--- config.mk ---
export PLATFORM = sky130hd
export DESIGN_NAME = rdyacpt_rr_arbiter
export DESIGN_NICKNAME = d
export VERILOG_FILES = /design/src/rtl/rdyacpt_pkg.sv /design/src/rtl/rdyacpt_rr_pick.sv /design/src/rtl/rdyacpt_rr_arbiter.sv
export SDC_FILE = /design/constraint.sdc
export NUM_CORES = 1
export LEC_CHECK = 0
export BUFFER_PORTS_ARGS = -buffer_cell sky130_fd_sc_hd__buf_4
export CORE_ASPECT_RATIO = 2
export CORE_MARGIN = 10
export CORE_UTILIZATION = 35
export CTS_CLUSTER_DIAMETER = 60
export DETAILED_ROUTE_END_ITERATION = 7
export PLACE_DENSITY = 0.58
export SLEW_MARGIN = 20
export SYNTH_ARGS = -nofsm -noshare
export SYNTH_HDL_FRONTEND = slang
export SYNTH_SLANG_ARGS = --single-unit
export TNS_END_PERCENT = 10
--- constraint.sdc ---
create_clock -name clk -period 7.8 [get_ports clk]
set_clock_uncertainty 0.15 [all_clocks]
set_input_delay 1.56 -clock clk [delete_from_list [all_inputs] [get_ports clk]]
set_output_delay 1.56 -clock clk [all_outputs]
set_load 0.02 [all_outputs]
--- src/rtl/rdyacpt_pkg.sv ---
// Shared definitions for the rdy/acpt round-robin arbiter.
//   idw_f     : index width for n requesters, never less than 1 bit
//   req_idx_t : requester index type for the default configuration
package rdyacpt_pkg;

    function automatic int idw_f(input int n);
        return (n <= 1) ? 1 : $clog2(n);
    endfunction

    localparam int DEF_NUM_REQ = 4;
    localparam int DEF_WIDTH   = 8;

    typedef logic [idw_f(DEF_NUM_REQ)-1:0] req_idx_t;

endpackage

--- src/rtl/rdyacpt_rr_pick.sv ---
// Combinational rotate-priority picker.
//   req     : request vector
//   ptr     : highest-priority index (search starts here and wraps)
//   gnt     : one-hot grant (zero when no request)
//   gnt_idx : index of granted requester
//   any     : at least one request present
module rdyacpt_rr_pick
    import rdyacpt_pkg::*;
#(
    parameter int NUM_REQ = 4,
    parameter int IDW     = idw_f(NUM_REQ)
) (
    input  logic [NUM_REQ-1:0] req,
    input  logic [IDW-1:0]     ptr,
    output logic [NUM_REQ-1:0] gnt,
    output logic [IDW-1:0]     gnt_idx,
    output logic               any
);

    always_comb begin
        int idx;
        idx     = 0;
        gnt     = '0;
        gnt_idx = '0;
        any     = 1'b0;
        for (int k = 0; k < NUM_REQ; k++) begin
            // ptr is always < NUM_REQ, so one subtraction wraps correctly
            idx = int'(ptr) + k;
            if (idx >= NUM_REQ) idx = idx - NUM_REQ;
            if (!any && req[idx]) begin
                gnt[idx] = 1'b1;
                gnt_idx  = IDW'(idx);
                any      = 1'b1;
            end
        end
    end

endmodule

--- src/rtl/rdyacpt_rr_arbiter.sv ---
// Round-robin arbiter sharing one rdy/acpt downstream channel between
// NUM_REQ rdy/acpt requesters, with per-requester burst lock and a
// registered output stage.
//   clk, reset_n : clock, async active-low reset
//   rdy_di       : per-requester data valid
//   data_di      : per-requester data, requester i at [i*WIDTH +: WIDTH]
//   lock_di      : per-requester burst lock, sampled with its transfer
//   acpt_di      : per-requester accept (one-hot or zero)
//   rdy_do       : output register full
//   data_do      : output data
//   src_do       : requester that supplied data_do
//   acpt_do      : downstream accept
module rdyacpt_rr_arbiter
    import rdyacpt_pkg::*;
#(
    parameter int NUM_REQ = DEF_NUM_REQ,
    parameter int WIDTH   = DEF_WIDTH
) (
    input  logic                     clk,
    input  logic                     reset_n,
    input  logic [NUM_REQ-1:0]       rdy_di,
    input  logic [NUM_REQ*WIDTH-1:0] data_di,
    input  logic [NUM_REQ-1:0]       lock_di,
    output logic [NUM_REQ-1:0]       acpt_di,
    output logic                     rdy_do,
    output logic [WIDTH-1:0]         data_do,
    output logic [idw_f(NUM_REQ)-1:0] src_do,
    input  logic                     acpt_do
);

    localparam int IDW = idw_f(NUM_REQ);

    logic [IDW-1:0]     ptr;
    logic               locked;
    logic [IDW-1:0]     owner;

    logic               free;
    logic [NUM_REQ-1:0] own_mask;
    logic [NUM_REQ-1:0] elig;
    logic [NUM_REQ-1:0] gnt;
    logic [IDW-1:0]     gnt_idx;
    logic               any;
    logic               up_xfer;

    // Output slot can take a word when empty or being drained this cycle.
    assign free = !rdy_do || acpt_do;

    always_comb begin
        own_mask        = '0;
        own_mask[owner] = 1'b1;
    end

    // While locked only the owner may win, even if it is idle.
    assign elig = locked ? (rdy_di & own_mask) : rdy_di;

    rdyacpt_rr_pick #(
        .NUM_REQ (NUM_REQ),
        .IDW     (IDW)
    ) u_pick (
        .req     (elig),
        .ptr     (ptr),
        .gnt     (gnt),
        .gnt_idx (gnt_idx),
        .any     (any)
    );

    // Gated by reset_n so no accept leaks out while reset is held.
    assign up_xfer = free && any && reset_n;
    assign acpt_di = up_xfer ? gnt : '0;

    always_ff @(posedge clk or negedge reset_n) begin
        if (!reset_n) begin
            rdy_do  <= 1'b0;
            data_do <= '0;
            src_do  <= '0;
            ptr     <= '0;
            locked  <= 1'b0;
            owner   <= '0;
        end else if (up_xfer) begin
            rdy_do  <= 1'b1;
            data_do <= data_di[gnt_idx*WIDTH +: WIDTH];
            src_do  <= gnt_idx;
            ptr     <= (gnt_idx == IDW'(NUM_REQ-1)) ? '0 : gnt_idx + 1'b1;
            locked  <= lock_di[gnt_idx];
            if (lock_di[gnt_idx]) owner <= gnt_idx;
        end else if (acpt_do) begin
            rdy_do  <= 1'b0;
        end
    end

endmodule

# == Word-level counts from Yosys, hierarchy flattened ==
# Index checks and enable logic that the tools add are counted.
# totals
out_inout_bits,15
reg_bits,16
inputBits,43
wordCells,97
# classes
add_sub_neg,8
n_eq_ne,1
n_reduce_logical,17
n_shift,1
order_cmp,15
n_bitwise,4
n_mux,45
# ops
cell,n
$ge 32x1->1 const B,4
$lt 32x4->1 const B,4
$mux 32,4
$ge 32x4->1 const B,3
$sub 32x4->32 const B,3
$shiftx 32x6->8,1
$mux 4,6
$mux 1,20
$or 4x4->4,3
$bmux 1 s2,5
$demux 1 s2,5
$logic_and 1x1->1,10
$mux 2,5
$add 2x2->3 const B,2
$lt 2x3->1 const B,2
$and 4x4->4,1
$logic_not 1->1,4
$sub 2x3->4 const B,1
$add 2x1->3 const B,1
$ge 2x3->1 const B,1
$add 2x1->2 const B,1
$eq 2x2->1 const B,1
$ge 2x1->1 const B,1
$reduce_and 2->1,1
2 further kinds,2

# == Logic depth before layout (Yosys ltp) ==
# logic_depth
depth_word,22
depth_mapped,13
depth_no_buf,10

# == Modules after synthesis ==
# Synthesis repeated with hierarchy kept, for this count alone.
# unflattened
cells_unflattened,121
area_unflattened_um2,1477.7
# modules_own_cells
mod,seq_area_each_um2,cells_each,area_per_inst_um2,instances
rdyacpt_rr_arbiter,400.4,73,1017.2,1
rdyacpt_rr_pick,0.0,48,460.4,1

# == Least setup slack after synthesis ==
# OpenSTA, ideal clock, no wires.
# synth_timing
path_type,input to output
start,in rdy_di[2]
end,out acpt_di[2]
setup_slack_ns,2.815
n_path_buf,1
arrival_ns,3.275
cell_stages,7
required_ns,6.090
path_cell_list,or4bb_1 o2111a_1 nor2_1 and3b_1 clkbuf_1 a222oi_1 a21oi_1
# synth_between
elab_chain_cells,18
elab_cells_between_ends,34
classes_between,mux (22); bitwise (4); reduce/logical (8)
# synth_rtl
item,line,rtl
from (decl),rdyacpt_rr_arbiter.sv:21,"input logic [NUM_REQ-1:0] rdy_di,"
$and 4x4->4,rdyacpt_rr_arbiter.sv:54,assign elig = locked ? (rdy_di & own_mask) : rdy_di;
$mux 4 (*),rdyacpt_rr_arbiter.sv:54,
$bmux 1 s2,rdyacpt_rr_pick.sv:30,if (!any && req[idx]) begin
$mux 1 (implied by the code) (2 in a row),rdyacpt_rr_pick.sv:30,
$mux 1,rdyacpt_rr_pick.sv:30,
$logic_not 1->1,rdyacpt_rr_pick.sv:30,
$logic_and 1x1->1,rdyacpt_rr_pick.sv:30,
$mux 1,rdyacpt_rr_pick.sv:30,
$logic_not 1->1,rdyacpt_rr_pick.sv:30,
$logic_and 1x1->1,rdyacpt_rr_pick.sv:30,
$mux 1,rdyacpt_rr_pick.sv:30,
$logic_not 1->1,rdyacpt_rr_pick.sv:30,
$logic_and 1x1->1,rdyacpt_rr_pick.sv:30,
$mux 1,rdyacpt_rr_pick.sv:30,
$logic_and 1x1->1 (2 in a row),rdyacpt_rr_arbiter.sv:68,assign up_xfer = free && any && reset_n;
$mux 4 (*),rdyacpt_rr_arbiter.sv:69,assign acpt_di = up_xfer ? gnt : '0;
to (decl),rdyacpt_rr_arbiter.sv:24,"output logic [NUM_REQ-1:0] acpt_di,"
# Mark *: on every way between the ends. The rest lies on a longest branch, timed or not. The select of a mux whose other input is x is not followed.

# == Worst setup path in the final report ==
# layout_timing
start,in rdy_di[2]
end,out acpt_di[3]
# The elaborated chain is that of the path after synthesis.

==> metrics <==
DP Cell Count 379; asr flop ratio synth 100%; top_reg_cell synth dfrtp_1; leak pwr 1.07 nW; die width 75.9 um; YS warnings 0; wire per inst ~19 um; total track usage between 10 and 15%; hold_ws 0.332 ns; Clock Tree Buf Depth 2; largest net degree at the start of global routing slightly above 60; R2R Path End data_do[7]; TritonCTS buffer count 3; reg2reg start ptr[0]; WP data required 6.09 ns; crit-path max FO 28; Max H-tree Level 1; Worst Hold Class flop to flop; Skew-Pair Late Insertion Delay approximately 0.25 ns; Ant. Diodes 0; drt pass-1 iters 4; die height around 130 um; post-CTS resize count 0; Max Freq 184 MHz; Initial Util approximately 36%; post-synth net total 310; Post-DP Area 0.00262 mm2; Setup Viol. Count Final 0; Synth cell types between 50 and 60; Peak VDD IR 178 uV; most frequent cells in the layout 58 x buf_4, 21 x nor2_1, 18 x o221ai_1; Die Area between 0.01 and 0.015 mm2; CTS sink cnt 16; critical path launch point rdy_di[2]; first-pass GRT wire length ~12,000 um; Pwr Density 485 mW/mm2; Via density just over 6; ANT nets after route 0; unrepaired setup endpoints after global routing no; hold buffer count at cts 0; vias in the first global route 2,396; total gr overflow 0; Final Instance Area 0.00271 mm2; critical path class primary input to output pin; max-cap violation count 0; Final Hold Vio Count 0; Total Wirelength 7280 um; Core Area 0.00606 mm2; commonest non-fill, non-tap cell in the layout buf_4; synthesis-to-layout area growth 23.7%; Seq/Total Area, Yosys 18.3%; DR vias approximately 2.4k; final net count 352; Tmin final ~5.4 ns; CP arrival 3.72 ns; hpwl dp 5400 um; initial DRC count 145; Crit. End Element output pin; cells after synthesis ~260; crit path capture acpt_di[3]; post-synthesis instance area 0.00219 mm2; FP Rows 40; Slew headroom 31.8%; crit path launch type primary input; Reg clk slew, reported paths 0.05 ns; routability congestion estimate 0.867; setup tns final 0 ns; final core occ 44.7%; Mean Syn Cell Area 8.48 um2; fillers 614; setup slack, reg-to-reg 3.24 ns; worst-margin pin slew ~1.0 ns; DRC 0; Worst R2R Path Depth 10; EDFF count, synth 0; initial antenna violation count 0; FF+latch count, synth 16; clock root buffer clkbuf_16; fin cells 383; share of layout cells above drive strength 1 slightly above 30%; CTS tree done; IO Count 58; PortBufs 57; run status finished, final reports clean; Pins Over Slew Limit 0; period utilization 69.6%; setup bufs post-CTS 0
[cell type report]
class	count	area, um2	share of cell area [%]
multi-input cells	218	1660	61.5
repair buffers	58	435	16.1
flip-flops and latches	16	402	14.8
well taps	84	105	3.89
clock buffers	4	88.8	3.28
inverters	3	11.3	0.416
[critical path: stages]
cell and delay (ns):
buf_4 0.10, or4bb_1 0.52, o211a_1 0.19, nand2_2 0.45
a21oi_1 0.19, a222oi_1 0.40, a21oi_1 0.11, buf_4 0.19
[stage by stage]
step                setup slack, ns  power, mW
floorplan                      2.82      0.972
global placement               2.46       1.19
detailed placement             2.44       1.20
CTS                            2.42       1.31
global route                   2.25       1.42
finish                         2.37       1.31
[per-layer routing]
| metal | vias to the layer above | GRT usage [%] | share of wire [%] |
|---|---|---|---|
| met2 | 71 | 25.9 | 55 |
| li1 | 1125 | - | - |
| met5 | - | 0 | 0 |
| met1 | 1149 | 15.6 | 38 |
| met3 | 13 | 2.26 | 4.7 |
| met4 | 0 | 5.30 | 2.7 |
[where the power goes]
part / switching [mW] / internal [mW]
clock: 0.0351 / 0.0780
combinational: 0.622 / 0.409
sequential: 0.0419 / 0.125
total: 0.699 / 0.613
[flip-flops by register name, summed over array words and instances, names as in the netlist]
signal and flops:
rdy_do 1, owner 2, ptr 2, src_do 2
data_do 8, locked 1
[synth_stat cells (3+ instances only)]
library cell	count	area share, %
nor2_1	21	3.6
o221ai_1	18	7.2
o21ai_0	17	3.9
dfrtp_1	16	18
a21oi_1	15	3.4
mux2_2	15	7.7
nand2_1	13	2.2
clkbuf_1	10	1.7
ha_1	9	5.1
nand2b_1	9	2.6
or3_1	9	2.6
a2bb2oi_1	7	2.8
o22ai_1	7	2.0
buf_2	6	1.4
mux2i_1	6	2.7
o22a_1	6	2.4
a2111oi_0	5	2.0
a222oi_1	4	1.8
nand3_1	4	0.92
o211a_1	4	1.8
buf_6	3	1.5
inv_1	3	0.51
nand4b_1	3	1.2
nor3_1	3	0.69
o2111a_1	3	1.5
o211ai_1	3	1.0
[worst min-delay path by stage]
stage,from,endpoint,slack [ns],cells past startpoint
floorplan,owner[1],owner[1],0.43,1
global route,data_do[5],data_do[5],0.38,1
detailed placement,src_do[1],src_do[1],0.33,2
global placement,src_do[0],src_do[0],0.33,2
CTS,src_do[1],src_do[1],0.34,2
finish,src_do[0],src_do[0],0.33,2
[kinds of logic (layout without fill, tap and decap cells)]
family | Yosys count | after routing | synth area share (%)
DFF | 16 | 16 | 18.3
and+or+nand+nor | 76 | 76 | 19.8
AOI/OAI and AO/OA | 110 | 110 | 39.5
muxes | 22 | 22 | 11.2
buffers and inverters | 24 | 65 | 5.66
adders and majority gates | 9 | 9 | 5.15
xor gates and xnor gates | 1 | 1 | 0.401
Note: power is estimated with default switching activity, not from simulation.
